File: src/rtl/ov7670_cfg_pkg.sv
// Shared types and constants for the OV7670 boot-time register sequencer.
// These are the state encodings, the table marker values and the packing of an SCCB frame word.
package ov7670_cfg_pkg;

    localparam int ENTRY_W = 16;

    localparam logic [ENTRY_W-1:0] ENTRY_END   = 16'hFFFF;
    localparam logic [ENTRY_W-1:0] ENTRY_DELAY = 16'hFFF0;

    typedef enum logic [3:0] {
        ST_IDLE,
        ST_FETCH,
        ST_LAUNCH,
        ST_XFER,
        ST_CLEAR,
        ST_GAP,
        ST_DELAY,
        ST_DONE,
        ST_ERROR
    } state_t;

    // The SCCB master takes {pad, slave id, sub address, write data}.
    function automatic logic [31:0] pack_sccb(input logic [7:0] slave_id,
                                              input logic [ENTRY_W-1:0] entry);
        return {8'h00, slave_id, entry};
    endfunction

endpackage

File: src/rtl/ov7670_cfg_rom.sv
// Synchronous case-ROM holding the OV7670 register table. Reads have a latency of one cycle.
// TABLE_SEL 0 is the production table. Selections 1 and 2 are short tables for bring-up.
module ov7670_cfg_rom
    import ov7670_cfg_pkg::*;
#(
    parameter int TABLE_SEL = 0
) (
    input  logic               clk,
    input  logic [7:0]         addr,
    output logic [ENTRY_W-1:0] entry
);

    logic [ENTRY_W-1:0] rom_word;

    always_comb begin
        rom_word = ENTRY_END;
        if (TABLE_SEL == 1) begin
            case (addr)
                8'd0:    rom_word = 16'h1280;
                8'd1:    rom_word = ENTRY_DELAY;
                8'd2:    rom_word = 16'h1101;
                default: rom_word = ENTRY_END;
            endcase
        end else if (TABLE_SEL == 2) begin
            // No END marker: the run must be stopped by the entry count.
            case (addr)
                8'd0:    rom_word = 16'h3A04;
                8'd1:    rom_word = 16'h40D0;
                8'd2:    rom_word = 16'h8C00;
                8'd3:    rom_word = 16'h1101;
                default: rom_word = 16'h0000;
            endcase
        end else begin
            case (addr)
                8'd0:    rom_word = 16'h1280;  // COM7 soft reset
                8'd1:    rom_word = ENTRY_DELAY;
                8'd2:    rom_word = 16'h1214;  // QVGA, RGB
                8'd3:    rom_word = 16'h40D0;  // RGB565, full range
                8'd4:    rom_word = 16'h8C00;
                8'd5:    rom_word = 16'h3A04;
                8'd6:    rom_word = 16'h1101;
                8'd7:    rom_word = 16'h0C04;
                8'd8:    rom_word = 16'h3E19;
                default: rom_word = ENTRY_END;
            endcase
        end
    end

    always_ff @(posedge clk) begin
        entry <= rom_word;
    end

endmodule

File: src/rtl/ov7670_cfg_seq.sv
// OV7670 boot sequencer. It walks the register ROM and drives the write-only SCCB master handshake.
// Define OV7670_CFG_TIMEOUT_EN to add a per-phase watchdog that ends the run in ERROR.
module ov7670_cfg_seq
    import ov7670_cfg_pkg::*;
#(
    parameter logic [7:0]  SLAVE_ID    = 8'h42,
    parameter logic [7:0]  NUM_ENTRIES = 8'd64,
    parameter logic [19:0] DELAY_CYC   = 20'd1000000,
    parameter logic [7:0]  GAP_CYC     = 8'd16,
    parameter logic [15:0] TIMEOUT_CYC = 16'd4096,
    parameter int          TABLE_SEL   = 0
) (
    input  logic        I_CLK,
    input  logic        I_RST,
    input  logic        I_CFG_START,
    output logic        O_CFG_BUSY,
    output logic        O_CFG_DONE,
    output logic        O_CFG_ERR,
    output logic [7:0]  O_CFG_IDX,
    output logic [31:0] O_SCCB_DATA,
    output logic        O_SCCB_START,
    input  logic        I_SCCB_BUSY,
    input  logic        I_SCCB_WAIT_INTR_CLR,
    output logic        O_SCCB_INTR_CLR
);

    localparam int GAP_W   = $clog2(int'(GAP_CYC) + 2);
    localparam int DELAY_W = $clog2(int'(DELAY_CYC) + 2);

    state_t               state_reg;
    logic [7:0]           idx_reg;
    logic                 busy_reg;
    logic                 done_reg;
    logic [31:0]          data_reg;
    logic                 start_reg;
    logic                 clr_reg;
    logic                 fetch_phase_reg;
    logic [GAP_W-1:0]     gap_cnt_reg;
    logic [DELAY_W-1:0]   delay_cnt_reg;
    logic [ENTRY_W-1:0]   rom_entry;
    logic                 phase_done;
    logic                 gap_last;
    logic                 delay_last;

    ov7670_cfg_rom #(
        .TABLE_SEL (TABLE_SEL)
    ) u_rom (
        .clk   (I_CLK),
        .addr  (idx_reg),
        .entry (rom_entry)
    );

    assign gap_last   = (32'(gap_cnt_reg) + 32'd1 >= 32'(GAP_CYC));
    assign delay_last = (32'(delay_cnt_reg) + 32'd1 >= 32'(DELAY_CYC));

    // Exit condition of whichever handshake phase is active.
    always_comb begin
        phase_done = 1'b0;
        case (state_reg)
            ST_LAUNCH: phase_done = I_SCCB_BUSY;
            ST_XFER:   phase_done = I_SCCB_WAIT_INTR_CLR;
            ST_CLEAR:  phase_done = !I_SCCB_WAIT_INTR_CLR;
            default:   phase_done = 1'b0;
        endcase
    end

`ifdef OV7670_CFG_TIMEOUT_EN
    localparam int WD_W = $clog2(int'(TIMEOUT_CYC) + 2);

    logic [WD_W-1:0] wd_cnt_reg;
    logic            err_reg;
    logic            in_handshake;
    logic            wd_expired;

    assign in_handshake = (state_reg == ST_LAUNCH) || (state_reg == ST_XFER) ||
                          (state_reg == ST_CLEAR);
    assign wd_expired   = (32'(wd_cnt_reg) + 32'd1 >= 32'(TIMEOUT_CYC));
    assign O_CFG_ERR    = err_reg;
`else
    // No watchdog in this build, so the error flag stays low.
    assign O_CFG_ERR = 1'b0 & (|TIMEOUT_CYC);
`endif

    always_ff @(posedge I_CLK or posedge I_RST) begin
        if (I_RST) begin
            state_reg       <= ST_IDLE;
            idx_reg         <= 8'd0;
            busy_reg        <= 1'b0;
            done_reg        <= 1'b0;
            data_reg        <= 32'd0;
            start_reg       <= 1'b0;
            clr_reg         <= 1'b0;
            fetch_phase_reg <= 1'b0;
            gap_cnt_reg     <= '0;
            delay_cnt_reg   <= '0;
`ifdef OV7670_CFG_TIMEOUT_EN
            wd_cnt_reg      <= '0;
            err_reg         <= 1'b0;
`endif
        end else begin
            case (state_reg)
                ST_IDLE, ST_DONE, ST_ERROR: begin
                    if (I_CFG_START) begin
                        idx_reg         <= 8'd0;
                        done_reg        <= 1'b0;
                        busy_reg        <= 1'b1;
                        fetch_phase_reg <= 1'b0;
                        state_reg       <= ST_FETCH;
`ifdef OV7670_CFG_TIMEOUT_EN
                        err_reg         <= 1'b0;
`endif
                    end
                end
                ST_FETCH: begin
                    // The first cycle lets the registered ROM catch up with idx_reg.
                    if (!fetch_phase_reg) begin
                        fetch_phase_reg <= 1'b1;
                    end else if (idx_reg == NUM_ENTRIES || rom_entry == ENTRY_END) begin
                        busy_reg  <= 1'b0;
                        done_reg  <= 1'b1;
                        state_reg <= ST_DONE;
                    end else if (rom_entry == ENTRY_DELAY) begin
                        delay_cnt_reg <= '0;
                        state_reg     <= ST_DELAY;
                    end else begin
                        data_reg  <= pack_sccb(SLAVE_ID, rom_entry);
                        start_reg <= 1'b1;
                        state_reg <= ST_LAUNCH;
                    end
                end
                ST_LAUNCH: begin
                    if (phase_done) begin
                        start_reg <= 1'b0;
                        state_reg <= ST_XFER;
                    end
                end
                ST_XFER: begin
                    if (phase_done) begin
                        clr_reg   <= 1'b1;
                        state_reg <= ST_CLEAR;
                    end
                end
                ST_CLEAR: begin
                    if (phase_done) begin
                        clr_reg     <= 1'b0;
                        gap_cnt_reg <= '0;
                        state_reg   <= ST_GAP;
                    end
                end
                ST_GAP: begin
                    if (gap_last) begin
                        idx_reg         <= idx_reg + 8'd1;
                        fetch_phase_reg <= 1'b0;
                        state_reg       <= ST_FETCH;
                    end else begin
                        gap_cnt_reg <= gap_cnt_reg + GAP_W'(1);
                    end
                end
                ST_DELAY: begin
                    if (delay_last) begin
                        idx_reg         <= idx_reg + 8'd1;
                        fetch_phase_reg <= 1'b0;
                        state_reg       <= ST_FETCH;
                    end else begin
                        delay_cnt_reg <= delay_cnt_reg + DELAY_W'(1);
                    end
                end
                default: state_reg <= ST_IDLE;
            endcase
`ifdef OV7670_CFG_TIMEOUT_EN
            // A timeout overrides any handshake progress in the same cycle.
            if (in_handshake && wd_expired) begin
                state_reg  <= ST_ERROR;
                start_reg  <= 1'b0;
                clr_reg    <= 1'b0;
                busy_reg   <= 1'b0;
                err_reg    <= 1'b1;
                wd_cnt_reg <= '0;
            end else if (in_handshake && !phase_done) begin
                wd_cnt_reg <= wd_cnt_reg + WD_W'(1);
            end else begin
                wd_cnt_reg <= '0;
            end
`endif
        end
    end

    assign O_CFG_BUSY      = busy_reg;
    assign O_CFG_DONE      = done_reg;
    assign O_CFG_IDX       = idx_reg;
    assign O_SCCB_DATA     = data_reg;
    assign O_SCCB_START    = start_reg;
    assign O_SCCB_INTR_CLR = clr_reg;

endmodule

File: config.mk
export PLATFORM = sky130hd
export DESIGN_NAME = ov7670_cfg_seq
export DESIGN_NICKNAME = d
export VERILOG_FILES = /design/src/rtl/ov7670_cfg_pkg.sv /design/src/rtl/ov7670_cfg_rom.sv /design/src/rtl/ov7670_cfg_seq.sv
export SDC_FILE = /design/constraint.sdc
export NUM_CORES = 1
export LEC_CHECK = 0
export ABC_AREA = 1
export ABC_CLOCK_PERIOD_IN_PS = 3100
export BUFFER_PORTS_ARGS = -buffer_cell sky130_fd_sc_hd__buf_4
export CORE_AREA = 10 10 117 77
export CTS_BUF_LIST = sky130_fd_sc_hd__clkbuf_2
export DETAILED_ROUTE_END_ITERATION = 6
export DIE_AREA = 0 0 127 87
export HOLD_SLACK_MARGIN = 0.05
export PLACE_DENSITY_LB_ADDON = 0.12
export RECOVER_POWER = 100
export SLEW_MARGIN = 20
export SYNTH_ARGS = -nofsm -noshare
export SYNTH_HDL_FRONTEND = slang
export SYNTH_SLANG_ARGS = --single-unit
export TNS_END_PERCENT = 100
File: constraint.sdc
create_clock -name I_CLK -period 3.1 [get_ports I_CLK]
set_clock_uncertainty 0.2 [all_clocks]
set_input_delay 0.31 -clock I_CLK [delete_from_list [all_inputs] [get_ports I_CLK]]
set_output_delay 0.31 -clock I_CLK [all_outputs]
set_load 0.01 [all_outputs]
# Word-level counts from Yosys, hierarchy flattened
# Memory sizes are Yosys's and may differ from the RTL's. A register that Yosys moved wholly into a read port is not among the register bits.
# Index checks and enable logic that the tools add are counted.
[op_classes]
addsub = 5
multipliers = 0
n_div = 0
order_cmp = 2
n_eq_ne = 24
shift = 0
muxes = 41
bitwise = 2
reduce_logical = 22
[op_table]
columns = ["op", "n"]
rows = [
  ["$mux W20", 4],
  ["$pmux W20 S2", 1],
  ["$eq A16 B16 Y1 const B", 2],
  ["$mux W4", 7],
  ["$pmux W4 S7", 1],
  ["$ne A2 B2 Y1 const B", 13],
  ["$mux W8", 3],
  ["$pmux W8 S3", 1],
  ["$add A20 B1 Y21 const B", 1],
  ["$ge A21 B20 Y1 const B", 1],
  ["$add A20 B1 Y20 const B", 1],
  ["$eq A4 B3 Y1 const B", 4],
  ["$reduce_and A4 Y1", 4],
  ["$mux W1", 13],
  ["$mux W5", 2],
  ["$pmux W5 S2", 1],
  ["$reduce_and A5 Y1", 2],
  ["$reduce_bool A2 Y1", 5],
  ["$add A8 B1 Y8 const B", 1],
  ["$eq A4 B2 Y1 const B", 2],
  ["$eq A8 B7 Y1 const B", 1],
  ["$logic_not A4 Y1", 2],
  ["$pmux W1 S2", 4],
  ["$reduce_and A7 Y1", 1],
  ["15 further kinds", 19],
]
[word_totals]
register_bits = 59
latch_bits = 0
mem_bits_rw = 0
mem_bits_ro = 256
input_bits = 5
out_inout_bits = 45
word_cells = 107
memories = 1
[mem_list]
columns = ["memory", "words", "word_bits", "rd", "rd_clocked_by_memory_dff", "write_ports", "line_no", "source"]
rows = [
  ["(name not given)", 16, 16, 1, 1, 0, "ov7670_cfg_rom.sv:34", "case (addr)"],
]

# Longest topological paths before layout
# Gate-level depths: netlist of the first run.
[logic_depth]
ltp_word = 5
ltp_mapped = 17
mapped_depth_nobuf = 16

# Hierarchy
# Synthesis of the first run repeated with hierarchy kept, for this count alone.
[unflattened]
cells_unflattened = 608
area_unflattened_um2 = 4297.9
[by_module_without_submodules]
columns = ["module", "n_inst", "cells_per_inst", "area_each_um2", "seq_area_each_um2"]
rows = [
  ["ov7670_cfg_seq", 1, 534, 3673.5, 1451.4],
  ["ov7670_cfg_rom", 1, 74, 624.3, 300.3],
]

# Least setup slack after synthesis of the first run
# No wires, ideal clock.
[synth_timing]
path_type = "reg-to-reg"
startpoint = "register idx_reg[0] (netlist: O_CFG_IDX[0])"
endpoint = "register delay_cnt_reg[0]"
setup_time_ns = 0.066
arrival_ns = 1.876
t_required_ns = 2.834
slack_ns = 0.958
stages_incl_launch_ff = 11
path_buffers = 1
synth_period_minus_slack_ns = 2.142
cell_sequence = "dfrtp_1 inv_1 ha_1 nand2_1 nor2_1 a31oi_1 nor2_1 nor2_1 clkbuf_1 nand3_1 nand2_1"
[synth_via]
elab_chain_cells = 4
[synth_lines]
columns = ["item", "line_no", "source"]
rows = [
  ["from (decl)", "ov7670_cfg_seq.sv:31", "logic [7:0] idx_reg;"],
  ["from (signal assigned)", "ov7670_cfg_seq.sv:152", "idx_reg <= idx_reg + 8'd1;"],
  ["from (signal assigned)", "ov7670_cfg_seq.sv:161", "idx_reg <= idx_reg + 8'd1;"],
  ["$eq A8 B7 Y1", "ov7670_cfg_seq.sv:118", "end else if (idx_reg == NUM_ENTRIES || rom_entry == ENTRY_END) begin"],
  ["$logic_or A1 B1 Y1", "ov7670_cfg_seq.sv:118", ""],
  ["$ne A2 B2 Y1 (no line)", "n/a", ""],
  ["$reduce_and A5 Y1 (no line)", "n/a", ""],
  ["to (signal assigned)", "ov7670_cfg_seq.sv:165", "delay_cnt_reg <= delay_cnt_reg + DELAY_W'(1);"],
  ["to (decl)", "ov7670_cfg_seq.sv:39", "logic [DELAY_W-1:0] delay_cnt_reg;"],
]
# Every way passes these cells.
# A chain may end at the register's enable or synchronous reset.

# Worst setup path after layout of the first run
[layout_timing]
startpoint = "register idx_reg[0] (netlist: O_CFG_IDX[0])"
endpoint = "register data_reg[0] (netlist: O_SCCB_DATA[0])"
[layout_via]
elab_chain_cells = 4
[layout_lines]
columns = ["item", "line_no", "source"]
rows = [
  ["$eq A8 B7 Y1", "ov7670_cfg_seq.sv:118", ""],
  ["$logic_or A1 B1 Y1", "ov7670_cfg_seq.sv:118", ""],
  ["$not A1 Y1 (no line)", "n/a", ""],
  ["$reduce_and A4 Y1 (no line)", "n/a", ""],
  ["to (signal assigned)", "ov7670_cfg_seq.sv:126", "data_reg <= pack_sccb(SLAVE_ID, rom_entry);"],
  ["to (decl)", "ov7670_cfg_seq.sv:34", "logic [31:0] data_reg;"],
]
# Every way passes these cells.

==> out/summary.json, run 1 <==
{
  "fp-row-count": {"value": 24},
  "power-per-cell-area": {"value": 632.3, "unit": "nW/um2"},
  "synth_top_family_by_area": {"value": "simple AND/OR/NAND/NOR gates"},
  "critical-path-top-delay-family": {"value": "buffers and inverters"},
  "synth_compound_area_share": {"value": 8.478, "unit": "%"},
  "area_growth_syn_to_layout": {"value": 7.085, "unit": "%"},
  "placeableCoreArea": {"value": 6967, "unit": "um2"},
  "cts.clk_slew.worst_paths": {"value": 0.20, "unit": "ns"},
  "muxShareOfSynthArea": {"value": 0, "unit": "%"},
  "switching_power_share_of_the_total": {"value": 41.49, "unit": "%"},
  "final_wirelength": {"value": 9.403, "unit": "mm"},
  "power_report.internal_total": {"value": 1602, "unit": "uW"},
  "critPathCaptureType": {"value": "register"},
  "synth-edff-count": {"value": 0},
  "cp.arrival": {"value": 2.88, "unit": "ns"},
  "route.top_layer_used": {"value": "met4"},
  "synthArstFlopShare": {"value": 79.17, "unit": "%"},
  "worstReg2RegStart": {"value": "O_CFG_IDX[0]"},
  "finalMaxSlewViolations": {"value": 0},
  "numClockSinks": {"value": 72},
  "final_cell_area": {"value": 4330, "unit": "um2"},
  "ctsResizeCount": {"value": 0},
  "numPortBuffers": {"value": 34},
  "layout.cells.most_common": {"value": "sky130_fd_sc_hd__nand2_1"},
  "die_h": {"value": 87, "unit": "um"},
  "post-cts-setup-buffers": {"value": 0},
  "synth_simple_gate_area_share": {"value": 33.20, "unit": "%"},
  "number_of_global_route_vias_before_repair": {"value": 3299},
  "io-pin-count": {"value": 50},
  "worstSkewPairLatency": {"value": 0.55, "unit": "ns"},
  "firstDrtPassIters": {"value": 7},
  "cp_cell_sequence": {"value": "inv_1 > ha_1 > nand2_1 > nor2_1 > a31oi_1 > nand4_1 > clkbuf_1 > o21ai_0"},
  "max-vdd-ir-drop": {"value": 0.0003626, "unit": "V"},
  "die_width": {"value": 127, "unit": "um"},
  "wire_length_of_the_first_global_routing_pass": {"value": 15.91, "unit": "mm"},
  "yosysWarningCount": {"value": 0},
  "top_ff_cell_synth": {"value": "sky130_fd_sc_hd__dfrtp_1"},
  "cell_area_after_placement": {"value": 4312, "unit": "um2"},
  "rsz_0062_raised_after_global_routing": {"value": "no"},
  "grtUsageTotal": {"value": 17.68, "unit": "%"},
  "largest_reg_flops": {"value": 20},
  "wl_met1": {"value": 4.886, "unit": "mm"},
  "mappedNetlistArea": {"value": 4044, "unit": "um2"},
  "crit_path_max_fanout": {"value": 32},
  "slew_at_the_pin_closest_to_its_max_slew_limit": {"value": 1.095, "unit": "ns"},
  "place.detailed.instances": {"value": 681},
  "crit_path_start": {"value": "O_CFG_IDX[0]"},
  "most-common-layout-cells": {"value": "sky130_fd_sc_hd__nand2_1, sky130_fd_sc_hd__inv_1, sky130_fd_sc_hd__nor2_1"},
  "h-tree-depth": {"value": 3},
  "synthesis.area_per_instance": {"value": 7.157, "unit": "um2"},
  "timing.critical_path.slowest_stage_cell": {"value": "sky130_fd_sc_hd__clkbuf_1"},
  "critical_path.max_stage_delay": {"value": 0.81, "unit": "ns"},
  "finalCriticalPeriod": {"value": 2.698, "unit": "ns"},
  "dieArea": {"value": 11050, "unit": "um2"},
  "adder_cell_fraction_of_synth_area": {"value": 2.166, "unit": "%"},
  "yosysUniqueCellTypes": {"value": 35},
  "hp-start": {"value": "I_CFG_START"},
  "fmaxAchievable": {"value": 370.6, "unit": "MHz"},
  "multiInputGateArea": {"value": 1874, "unit": "um2"},
  "initial_core_util": {"value": 58.05, "unit": "%"},
  "routabilityCongestion": {"value": 0.9104},
  "clock_power_share": {"value": 18.9, "unit": "%"},
  "via_count": {"value": 3635},
  "leakage": {"value": 0.002038, "unit": "uW"},
  "timing_worst_setup_path_type": {"value": "reg -> reg"},
  "setup_viol_count_final": {"value": 0},
  "yosysSeqAreaShare": {"value": 42.70, "unit": "%"},
  "status": {"value": "complete, no violations"},
  "wl_met2": {"value": 3.528, "unit": "mm"},
  "post_route_cells_drive_above_1_share": {"value": 6.393, "unit": "%"},
  "seq_area": {"value": 1727, "unit": "um2"},
  "setup_tns_final": {"value": 0, "unit": "ns"},
  "ys_seq_elements": {"value": 72},
  "endpoint_required_time_on_the_critical_path": {"value": 3.28, "unit": "ns"},
  "synth_largest_type_area_fraction": {"value": 35.27, "unit": "%"},
  "yosysTopAreaCell": {"value": "sky130_fd_sc_hd__dfrtp_1"},
  "vias_per_cell": {"value": 5.178},
  "place_ws": {"value": 0.4906, "unit": "ns"},
  "postLayoutCoreUtil": {"value": 62.16, "unit": "%"},
  "number_of_nets_at_the_end_of_the_flow": {"value": 617},
  "synth_top_cells_by_area": {"value": "sky130_fd_sc_hd__dfrtp_1, sky130_fd_sc_hd__nand2_1, sky130_fd_sc_hd__dfxtp_1, sky130_fd_sc_hd__inv_1, sky130_fd_sc_hd__nand3_1"},
  "detailed_placer_s_ending_hpwl": {"value": 7.039, "unit": "mm"},
  "drc": {"value": 0},
  "worst_min_delay_path_class": {"value": "in -> reg"},
  "power.switching": {"value": 1136, "unit": "uW"},
  "met3WireLength": {"value": 934, "unit": "um"},
  "first_iter_violations": {"value": 311},
  "post_drt_wl_per_cell": {"value": 13.39, "unit": "um"},
  "total_count_of_hold_check_failures_in_the_final_report": {"value": 0},
  "cap_violations": {"value": 0},
  "worst_setup_path_start_kind": {"value": "register"},
  "relSlewSlack": {"value": 27.01, "unit": "%"},
  "synthXorXnorAreaFrac": {"value": 1.300, "unit": "%"},
  "post-route-period-util": {"value": 87.04, "unit": "%"},
  "grt_overflow": {"value": 0},
  "cts.root.buffer_cell": {"value": "sky130_fd_sc_hd__clkbuf_2"},
  "cts_buffers": {"value": 9},
  "combinationalPowerShare": {"value": 34.5, "unit": "%"},
  "final.fill_count": {"value": 672},
  "critical_path_buf_inv_count": {"value": 2},
  "final_antenna_net_count": {"value": 0},
  "grt_antenna_before_repair": {"value": 0},
  "instance_count_of_the_mapped_netlist": {"value": 565},
  "cts.path.max_buffers": {"value": 2},
  "sequentialPowerShare": {"value": 46.5, "unit": "%"},
  "grt_max_degree": {"value": 33},
  "cts_tree": {"value": "yes"},
  "post-route-worst-setup-slack": {"value": 0.4017, "unit": "ns"},
  "finish.cell_count_without_fillers": {"value": 702}
}
==> area by class of cell <==
type,count,share of cell area (%)
diodes,1,0.05779
clock buffers,9,1.040
clock inverters,7,1.416
inverters,75,6.501
multi-input cells,402,43.28
flip-flops and latches,72,39.87
well taps,91,2.629
repair buffers,45,5.201
==> cell usage after synthesis, drive strengths merged, types with 8 or more instances <==
| master | count |
|---|---|
| a21oi | 12 |
| inv | 73 |
| dfrtp | 57 |
| nor3 | 8 |
| clkbuf | 8 |
| nand2 | 165 |
| nor2 | 68 |
| nand4 | 12 |
| buf | 22 |
| dfxtp | 15 |
| nand3 | 50 |
| o21ai | 43 |
==> per-layer routing <==
layer	vias up	track usage [%]
met4	0	3.502
met2	145	24.49
met1	1640	25.17
li1	1843	-
met3	7	7.117
met5	-	0
==> logic make-up (layout without fill, tap and decap cells) <==
group	Yosys count	in the layout
other	1	16
AOI/OAI and AO/OA	64	64
and+or+nand+nor	310	310
adders and majority gates	7	7
DFF	72	72
xor gates and xnor gates	6	6
buffers and inverters	105	136
==> stage by stage <==
step                hold slack [ns]  power [uW]
floorplan                    0.2413        1999
global placement             0.1351        2325
detailed placement           0.1346        2340
CTS                         0.05859        2865
global route                0.09637        2971
finish                       0.1312        2738
==> repair_timing <==
item	4_1_cts	5_1_grt
hold buffers	3	1
endpoints found under the hold margin	61	1
setup endpoints to repair	0	0
==> power by group through the flow <==
stage	logic, uW	registers [uW]	clock network, uW
2_1_floorplan	690	1310	0
3_3_place_gp	1040	1280	0
3_5_place_dp	1050	1290	0
4_1_cts	1060	1270	535
5_1_grt	1090	1300	581
6_report	946	1270	518
==> worst reg2reg max path: stages, from the launching register on <==
cell	delay, ns
sky130_fd_sc_hd__dfrtp_1	0.49
sky130_fd_sc_hd__inv_1	0.17
sky130_fd_sc_hd__ha_1	0.21
sky130_fd_sc_hd__nand2_1	0.08
sky130_fd_sc_hd__nor2_1	0.16
sky130_fd_sc_hd__a31oi_1	0.09
sky130_fd_sc_hd__nand4_1	0.10
sky130_fd_sc_hd__clkbuf_1	0.81
sky130_fd_sc_hd__o21ai_0	0.22
==> path summary, 6_finish.rpt <==
kind	cells past startpoint	end	slack, ns
max in group asynchronous	5	O_SCCB_INTR_CLR	0.69
max reg2reg	8	O_SCCB_DATA[0]	0.40
min	7	fetch_phase_reg	0.13
min in group asynchronous	4	O_SCCB_DATA[10]	0.76
min reg2reg	2	O_SCCB_DATA[11]	0.26
max	8	O_SCCB_DATA[0]	0.40
(Power assumes the default switching activity.)
==> inputs of run 2 (changes only) <==
==> constraint.sdc (replaced) <==
create_clock -name I_CLK -period 3.1 [get_ports I_CLK]
set_clock_uncertainty 0.2 [all_clocks]
set_input_delay 0.62 -clock I_CLK [delete_from_list [all_inputs] [get_ports I_CLK]]
set_output_delay 0.62 -clock I_CLK [all_outputs]
set_load 0.01 [all_outputs]
==> out/summary.json, run 2 (synthesized netlist as in run 1, its figures left out) <==
{
  "status": {"value": "complete, no violations"},
  "critical-path-top-delay-family": {"value": "simple AND/OR/NAND/NOR gates"},
  "place.detailed.instances": {"value": 679, "change": "-0.29%"},
  "die_h": {"value": 87, "unit": "um", "change": "unchanged"},
  "grt_util_met2": {"value": 24.58, "unit": "%", "change": "+0.093 points"},
  "final.fill_count": {"value": 675, "change": "+0.45%"},
  "first_iter_violations": {"value": 364, "change": "+17%"},
  "worstSkewPairLatency": {"value": 0.52, "unit": "ns", "change": "-0.03 ns"},
  "detailed_placer_s_ending_hpwl": {"value": 7.050, "unit": "mm", "change": "+0.16%"},
  "cts.path.max_buffers": {"value": 2, "change": "unchanged"},
  "number_of_nets_at_the_end_of_the_flow": {"value": 612, "change": "-0.81%"},
  "slew_at_the_pin_closest_to_its_max_slew_limit": {"value": 1.141, "unit": "ns", "change": "+0.04609 ns"},
  "drc": {"value": 0, "change": "unchanged"},
  "critPathCaptureType": {"value": "register"},
  "grt_max_degree": {"value": 35, "change": "+6.1%"},
  "post_drt_wl_per_cell": {"value": 13.70, "unit": "um", "change": "+2.3%"},
  "cap_violations": {"value": 0, "change": "unchanged"},
  "cp_cell_sequence": {"value": "ha_1 > nand2_1 > nor2_2 > nand2_1 > nor2_1 > xor2_1 > inv_1 > nand3_1 > nand3_1 > nand2_4 > nand2_1 > o21ai_0"},
  "crit_path_max_fanout": {"value": 16, "change": "-50%"},
  "place_ws": {"value": 0.3794, "unit": "ns", "change": "-0.1112 ns"},
  "hp-start": {"value": "I_SCCB_WAIT_INTR_CLR"},
  "h-tree-depth": {"value": 3, "change": "unchanged"},
  "numPortBuffers": {"value": 34, "change": "unchanged"},
  "max-vdd-ir-drop": {"value": 0.0003330, "unit": "V", "change": "-8.2%"},
  "final_antenna_net_count": {"value": 0, "change": "unchanged"},
  "cp.arrival": {"value": 3.04, "unit": "ns", "change": "+0.16 ns"},
  "timing_worst_setup_path_type": {"value": "reg -> reg"},
  "routabilityCongestion": {"value": 0.9070, "change": "-0.37%"},
  "reg2reg_setup_slack": {"value": 0.27, "unit": "ns", "change": "-0.13 ns"},
  "leakage": {"value": 0.002019, "unit": "uW", "change": "-0.93%"},
  "seq_area": {"value": 1727, "unit": "um2", "change": "unchanged"},
  "fmaxAchievable": {"value": 353.5, "unit": "MHz", "change": "-4.6%"},
  "worst_min_delay_path_class": {"value": "in -> reg"},
  "most-common-layout-cells": {"value": "sky130_fd_sc_hd__nand2_1, sky130_fd_sc_hd__inv_1, sky130_fd_sc_hd__nor2_1"},
  "area_growth_syn_to_layout": {"value": 5.415, "unit": "%"},
  "critical-path-top-cell-by-count": {"value": "sky130_fd_sc_hd__nand2_1"},
  "total_count_of_hold_check_failures_in_the_final_report": {"value": 0, "change": "unchanged"},
  "grt_antenna_before_repair": {"value": 0, "change": "unchanged"},
  "finish.cell_count_without_fillers": {"value": 696, "change": "-0.85%"},
  "grt-busiest-layer": {"value": "met1"},
  "reg2reg_depth": {"value": 12, "change": "+4"},
  "cts_tree": {"value": "yes"},
  "numClockSinks": {"value": 72, "change": "unchanged"},
  "finalMaxSlewViolations": {"value": 0, "change": "unchanged"},
  "layout.cells.most_common": {"value": "sky130_fd_sc_hd__nand2_1"},
  "fp-row-count": {"value": 24, "change": "unchanged"},
  "hold_depth": {"value": 3, "change": "-4"},
  "multiInputGateArea": {"value": 1874, "unit": "um2", "change": "unchanged"},
  "post_route_cells_drive_above_1_share": {"value": 6.942, "unit": "%", "change": "+0.55 points"},
  "setup_viol_count_final": {"value": 0, "change": "unchanged"},
  "relSlewSlack": {"value": 23.94, "unit": "%", "change": "-3.1 points"},
  "critical_path_buf_inv_count": {"value": 1, "change": "-1"},
  "number_of_global_route_vias_before_repair": {"value": 3300, "change": "+0.030%"},
  "global_route.usage.met3": {"value": 5.961, "unit": "%", "change": "-1.2 points"},
  "final_wirelength": {"value": 9.538, "unit": "mm", "change": "+1.4%"},
  "cts.clk_slew.worst_paths": {"value": 0.22, "unit": "ns", "change": "+0.02 ns"},
  "cts.root.buffer_cell": {"value": "sky130_fd_sc_hd__clkbuf_2"},
  "use_met1": {"value": 25.11, "unit": "%", "change": "-0.064 points"},
  "num_antenna_cells": {"value": 0, "change": "-1"},
  "io-pin-count": {"value": 50, "change": "unchanged"},
  "cts_buffers": {"value": 9, "change": "unchanged"},
  "placeableCoreArea": {"value": 6967, "unit": "um2", "change": "unchanged"},
  "finalPower": {"value": 2673, "unit": "uW", "change": "-2.4%"},
  "r2r-end": {"value": "O_CFG_IDX[4]"},
  "largest_reg_flops": {"value": 20, "change": "unchanged"},
  "rsz_0062_raised_after_global_routing": {"value": "no"},
  "vias_per_cell": {"value": 5.201, "change": "+0.45%"},
  "endpoint_required_time_on_the_critical_path": {"value": 3.31, "unit": "ns", "change": "+0.03 ns"},
  "post-route-period-util": {"value": 91.25, "unit": "%", "change": "+4.2 points"},
  "initial_core_util": {"value": 58.05, "unit": "%", "change": "unchanged"},
  "die_width": {"value": 127, "unit": "um", "change": "unchanged"},
  "worstReg2RegStart": {"value": "delay_cnt_reg[0]"},
  "dieArea": {"value": 11050, "unit": "um2", "change": "unchanged"},
  "timing.hold.worst_endpoint": {"value": "O_SCCB_INTR_CLR"},
  "via_count": {"value": 3620, "change": "-0.41%"},
  "grtUsageTotal": {"value": 17.53, "unit": "%", "change": "-0.15 points"},
  "post-route-worst-setup-slack": {"value": 0.2712, "unit": "ns", "change": "-0.1304 ns"},
  "wire_length_of_the_first_global_routing_pass": {"value": 15.81, "unit": "mm", "change": "-0.61%"},
  "grt_overflow": {"value": 0, "change": "unchanged"},
  "firstDrtPassIters": {"value": 6, "change": "-1"},
  "critical_path.max_stage_delay": {"value": 0.47, "unit": "ns", "change": "-0.34 ns"},
  "timing.critical_path.slowest_stage_cell": {"value": "sky130_fd_sc_hd__dfrtp_1"},
  "finalCriticalPeriod": {"value": 2.829, "unit": "ns", "change": "+0.1304 ns"},
  "worst_setup_path_start_kind": {"value": "register"},
  "power-per-cell-area": {"value": 627.0, "unit": "nW/um2", "change": "-0.83%"},
  "setup_tns_final": {"value": 0, "unit": "ns", "change": "unchanged"}
}
[run 2: cell count changes in the layout (fill, tap and decap cells not counted), moves of 3 or more]
cell / previous run / this run
sky130_fd_sc_hd__clkbuf_2: 10 / 13
sky130_fd_sc_hd__clkinv_1: 6 / 2
sky130_fd_sc_hd__dlygate4sd3_1: 4 / 1
sky130_fd_sc_hd__clkinv_2: 0 / 3
[run 2: worst reg2reg max path: cells and delay by family, from the launching register on]
family / cells / cell delay (ns)
buf+inv: 1 / 0.08
simple gates: 8 / 1.30
fa+ha+maj: 1 / 0.23
compound gates: 1 / 0.29
flops: 1 / 0.47
xor+xnor: 1 / 0.16
[run 2: final cells by class]
type                       instances  share of cell area [%]
clock buffer                      12                   1.409
clock inverter                     4                  0.5283
inverter                          75                   6.604
multi-input combinational        402                   43.97
sequential                        72                   40.50
tap                               91                   2.671
timing repair buffer              40                   4.315
[run 2: what timing repair did]
action | 4_1_cts | 5_1_grt
hold buffers | 1 | 0
endpoints found under the setup margin | 0 | 0
hold endpoints to repair | 23 | 0
resized for setup | 0 | 0
buffers inserted | 0 | 0
[run 2: worst max-delay path by stage]
stage | startpoint | endpoint | slack (ns) | cells after the start
6_report | delay_cnt_reg[0] | O_CFG_IDX[4] | 0.27 | 12
2_1_floorplan | I_RST | O_CFG_BUSY | 0.88 | 1
3_3_place_gp | delay_cnt_reg[0] | delay_cnt_reg[11] | 0.49 | 14
4_1_cts | delay_cnt_reg[0] | delay_cnt_reg[4] | 0.33 | 14
3_5_place_dp | delay_cnt_reg[0] | delay_cnt_reg[4] | 0.38 | 14
5_1_grt | delay_cnt_reg[0] | O_CFG_IDX[4] | 0.02 | 12
[run 2: where the power goes]
group          leakage [uW]  internal [uW]  switching [uW]
clock network     0.0000617            112             338
logic               0.00107            288             664
registers          0.000887           1130             140
[run 2: routing by layer]
layer / wire length [um] / share of wire, %
met4: 72 / 0.75
met3: 906 / 9.5
met2: 3644 / 38
met5: 0 / 0
met1: 4915 / 52
[run 2: stage by stage]
step	instance area, um2	utilization, %	hold slack (ns)
after floorplan	4096	-	0.2413
after global placement	4309	61.85	0.2495
after detailed placement	4309	61.85	0.2571
after CTS	4402	63.18	0.1846
after global routing	4263	61.19	0.1870
final	4263	61.19	0.2045
==> inputs of run 3 (changes only) <==
Settings changed: ABC_AREA 1 to 0.
==> out/summary.json, run 3 <==
{
  "endpoint_required_time_on_the_critical_path": {"value": 3.32, "unit": "ns", "change": "about the same"},
  "critPathCaptureType": {"value": "register"},
  "finalMaxSlewViolations": {"value": 34, "change": "+34"},
  "status": {"value": "finished with violations"},
  "initial_core_util": {"value": 57.31, "unit": "%", "change": "-0.74 points"},
  "cp.arrival": {"value": 3.17, "unit": "ns", "change": "+0.13 ns"},
  "leakage": {"value": 0.001954, "unit": "uW", "change": "-3.2%"},
  "number_of_nets_at_the_end_of_the_flow": {"value": 491, "change": "-20%"},
  "timing_worst_setup_path_type": {"value": "reg -> reg"},
  "top_ff_cell_synth": {"value": "sky130_fd_sc_hd__dfrtp_1"},
  "die_h": {"value": 87, "unit": "um", "change": "unchanged"},
  "switching_power_share_of_the_total": {"value": 37.22, "unit": "%", "change": "-5.5 points"},
  "worst_min_delay_path_class": {"value": "in -> reg"},
  "crit_path_start": {"value": "delay_cnt_reg[11]"},
  "fp-row-count": {"value": 24, "change": "unchanged"},
  "synth_largest_type_area_fraction": {"value": 35.73, "unit": "%", "change": "+0.45 points"},
  "cts_tree": {"value": "yes"},
  "sequentialPowerShare": {"value": 44.7, "unit": "%", "change": "-2.9 points"},
  "firstDrtPassIters": {"value": 5, "change": "-1"},
  "cell_area_after_placement": {"value": 4314, "unit": "um2", "change": "+0.12%"},
  "final_cell_area": {"value": 4380, "unit": "um2", "change": "+2.8%"},
  "numClockSinks": {"value": 72, "change": "unchanged"},
  "max-vdd-ir-drop": {"value": 0.0004081, "unit": "V", "change": "+23%"},
  "post_route_cells_drive_above_1_share": {"value": 15.32, "unit": "%", "change": "+8.4 points"},
  "layout.cells.most_common": {"value": "sky130_fd_sc_hd__nand2_1"},
  "hp-start": {"value": "I_CFG_START"},
  "vias_per_cell": {"value": 5.932, "change": "+14%"},
  "yosysSeqAreaShare": {"value": 43.25, "unit": "%", "change": "+0.55 points"},
  "final_wirelength": {"value": 9.896, "unit": "mm", "change": "+3.8%"},
  "total_count_of_hold_check_failures_in_the_final_report": {"value": 0, "change": "unchanged"},
  "worstSkewPairLatency": {"value": 0.54, "unit": "ns", "change": "+0.02 ns"},
  "cap_violations": {"value": 1, "change": "+1"},
  "cts.root.buffer_cell": {"value": "sky130_fd_sc_hd__clkbuf_2"},
  "setup_viol_count_final": {"value": 0, "change": "unchanged"},
  "final_antenna_net_count": {"value": 0, "change": "unchanged"},
  "placeableCoreArea": {"value": 6967, "unit": "um2", "change": "unchanged"},
  "area_growth_syn_to_layout": {"value": 9.715, "unit": "%"},
  "yosysTopAreaCell": {"value": "sky130_fd_sc_hd__dfrtp_1"},
  "largest_reg_flops": {"value": 20, "change": "unchanged"},
  "grt_antenna_before_repair": {"value": 0, "change": "unchanged"},
  "crit_path_max_fanout": {"value": 23, "change": "+7"},
  "relSlewSlack": {"value": -20.90, "unit": "%", "change": "-45 points"},
  "power.switching": {"value": 1045, "unit": "uW", "change": "-8.5%"},
  "cts_buffers": {"value": 9, "change": "unchanged"},
  "wire_length_of_the_first_global_routing_pass": {"value": 16.39, "unit": "mm", "change": "+3.6%"},
  "worstReg2RegStart": {"value": "delay_cnt_reg[11]"},
  "worst_setup_path_start_kind": {"value": "register"},
  "combinationalPowerShare": {"value": 33.9, "unit": "%", "change": "-1.7 points"},
  "most_frequent_cell_after_synthesis": {"value": "sky130_fd_sc_hd__nand2_1"},
  "postLayoutCoreUtil": {"value": 62.88, "unit": "%", "change": "+1.7 points"},
  "instance_count_of_the_mapped_netlist": {"value": 441, "change": "-22%"},
  "cts.clk_slew.worst_paths": {"value": 0.20, "unit": "ns", "change": "-0.02 ns"},
  "fmaxAchievable": {"value": 339.5, "unit": "MHz", "change": "-3.9%"},
  "synth_top_cells_by_area": {"value": "sky130_fd_sc_hd__dfrtp_1, sky130_fd_sc_hd__dfxtp_1, sky130_fd_sc_hd__nand2_1, sky130_fd_sc_hd__mux2_2, sky130_fd_sc_hd__nor2_1"},
  "power_report.internal_total": {"value": 1763, "unit": "uW", "change": "+15%"},
  "grt_max_degree": {"value": 34, "change": "-2.9%"},
  "power-per-cell-area": {"value": 641.0, "unit": "nW/um2", "change": "+2.2%"},
  "final.fill_count": {"value": 582, "change": "-14%"},
  "synthesis.area_per_instance": {"value": 9.053, "unit": "um2", "change": "+26%"},
  "detailed_placer_s_ending_hpwl": {"value": 7.131, "unit": "mm", "change": "+1.2%"},
  "numPortBuffers": {"value": 34, "change": "unchanged"},
  "most-common-layout-cells": {"value": "sky130_fd_sc_hd__nand2_1, sky130_fd_sc_hd__dfrtp_1, sky130_fd_sc_hd__nor2_1"},
  "slew_at_the_pin_closest_to_its_max_slew_limit": {"value": 1.813, "unit": "ns", "change": "+0.6726 ns"},
  "grt_overflow": {"value": 0, "change": "unchanged"},
  "synth-edff-count": {"value": 0, "change": "unchanged"},
  "drc": {"value": 0, "change": "unchanged"},
  "post-route-period-util": {"value": 95.00, "unit": "%", "change": "+3.8 points"},
  "yosysWarningCount": {"value": 0, "change": "unchanged"},
  "yosysUniqueCellTypes": {"value": 62, "change": "+77%"},
  "finalPower": {"value": 2808, "unit": "uW", "change": "+5.0%"},
  "grtUsageTotal": {"value": 18.23, "unit": "%", "change": "+0.70 points"},
  "post_drt_wl_per_cell": {"value": 17.24, "unit": "um", "change": "+26%"},
  "cts.path.max_buffers": {"value": 2, "change": "unchanged"},
  "ys_seq_elements": {"value": 72, "change": "unchanged"},
  "synthArstFlopShare": {"value": 79.17, "unit": "%", "change": "unchanged"},
  "via_count": {"value": 3405, "change": "-5.9%"},
  "io-pin-count": {"value": 50, "change": "unchanged"},
  "synth_commonest_cells": {"value": "sky130_fd_sc_hd__nand2_1, sky130_fd_sc_hd__dfrtp_1, sky130_fd_sc_hd__nor2_1, sky130_fd_sc_hd__o21ai_0, sky130_fd_sc_hd__nand3_1"},
  "first_iter_violations": {"value": 299, "change": "-18%"},
  "num_antenna_cells": {"value": 0, "change": "unchanged"},
  "clock_power_share": {"value": 21.4, "unit": "%", "change": "+4.6 points"},
  "mappedNetlistArea": {"value": 3993, "unit": "um2", "change": "-1.3%"},
  "failed_checks": {"value": "max-capacitance violations, max-slew violations"},
  "number_of_global_route_vias_before_repair": {"value": 3172, "change": "-3.9%"},
  "dieArea": {"value": 11050, "unit": "um2", "change": "unchanged"},
  "routabilityCongestion": {"value": 0.9146, "change": "+0.84%"},
  "finalCriticalPeriod": {"value": 2.945, "unit": "ns", "change": "+0.1163 ns"},
  "die_width": {"value": 127, "unit": "um", "change": "unchanged"},
  "h-tree-depth": {"value": 3, "change": "unchanged"}
}
run 3: per-layer routing:
layer | global-route usage [%] | wire [um]
met4 | 4.325 | 81
met5 | 0 | 0
met3 | 5.657 | 750
met1 | 27.63 | 5147
met2 | 24.07 | 3916
run 3: area by class of cell:
cell class	instances	area, um2	share of cell area [%]
Sequential cell	72	1737	39.65
Multi-Input combinational cell	329	2048	46.76
Clock buffer	12	60.06	1.371
Tap cell	91	113.9	2.599
Inverter	15	56.30	1.285
Clock inverter	3	67.56	1.542
Timing Repair Buffer	52	297.8	6.798
run 3: power by group through the flow:
| stage | registers (uW) | clock network, uW | logic (uW) |
|---|---|---|---|
| final | 1260 | 602 | 951 |
| after global routing | 1280 | 647 | 1080 |
| after CTS | 1250 | 617 | 1010 |
| after detailed placement | 1270 | 0 | 1000 |
| after global placement | 1260 | 0 | 982 |
| after floorplan | 1260 | 0 | 678 |
run 3: path summary, 6_finish.rpt:
| kind | endpoint | slack (ns) | cells past startpoint |
|---|---|---|---|
| setup / recovery | delay_cnt_reg[10] | 0.15 | 10 |
| setup reg to reg | delay_cnt_reg[10] | 0.15 | 10 |
| hold / removal | O_CFG_DONE | 0.11 | 2 |
| max in group asynchronous | delay_cnt_reg[11] | 0.46 | 4 |
| hold reg to reg | O_SCCB_DATA[11] | 0.28 | 1 |
| min in group asynchronous | O_CFG_IDX[3] | 0.88 | 4 |
run 3: kinds of logic after synthesis:
| logic type | after synthesis | share of synthesized area, % |
|---|---|---|
| multiplexers | 20 | 5.515 |
| buffers and inverters | 54 | 7.176 |
| other | 1 | 0.09392 |
| flip-flops | 72 | 43.25 |
| AND/OR/NAND/NOR | 188 | 24.13 |
| XOR/XNOR | 2 | 0.4388 |
| adder cells (fa/ha/maj) | 7 | 2.194 |
| AO/OA/AOI/OAI | 97 | 17.20 |
run 3: critical path, cell delays in order (launching register included):
cell and delay, ns:
sky130_fd_sc_hd__dfrtp_2 0.49, sky130_fd_sc_hd__nand4_2 0.25, sky130_fd_sc_hd__or4_1 0.63, sky130_fd_sc_hd__nand3_1 0.11
sky130_fd_sc_hd__o31ai_1 0.07, sky130_fd_sc_hd__nor3_1 0.27, sky130_fd_sc_hd__a21oi_2 0.10, sky130_fd_sc_hd__buf_12 0.18
sky130_fd_sc_hd__a21o_1 0.19, sky130_fd_sc_hd__buf_12 0.16, sky130_fd_sc_hd__o22a_1 0.19
run 3: through the flow:
stage,setup WS [ns],cells,hold WS (ns),TNS (ns)
6_report,0.1549,574,0.1138,0
2_1_floorplan,0.5117,455,0.2635,0
5_1_grt,-0.004352,574,0.08783,-0.004352
4_1_cts,0.06415,571,0.09015,0
3_3_place_gp,0.2452,555,0.2768,0
3_5_place_dp,0.1195,555,0.2782,0
run 3: what timing repair did:
item                                    CTS  global route
endpoints found under the setup margin    0            30
hold buffers                              1             0
hold endpoints to repair                 57             0
buffers inserted                          0             3
resized for setup                         0            12
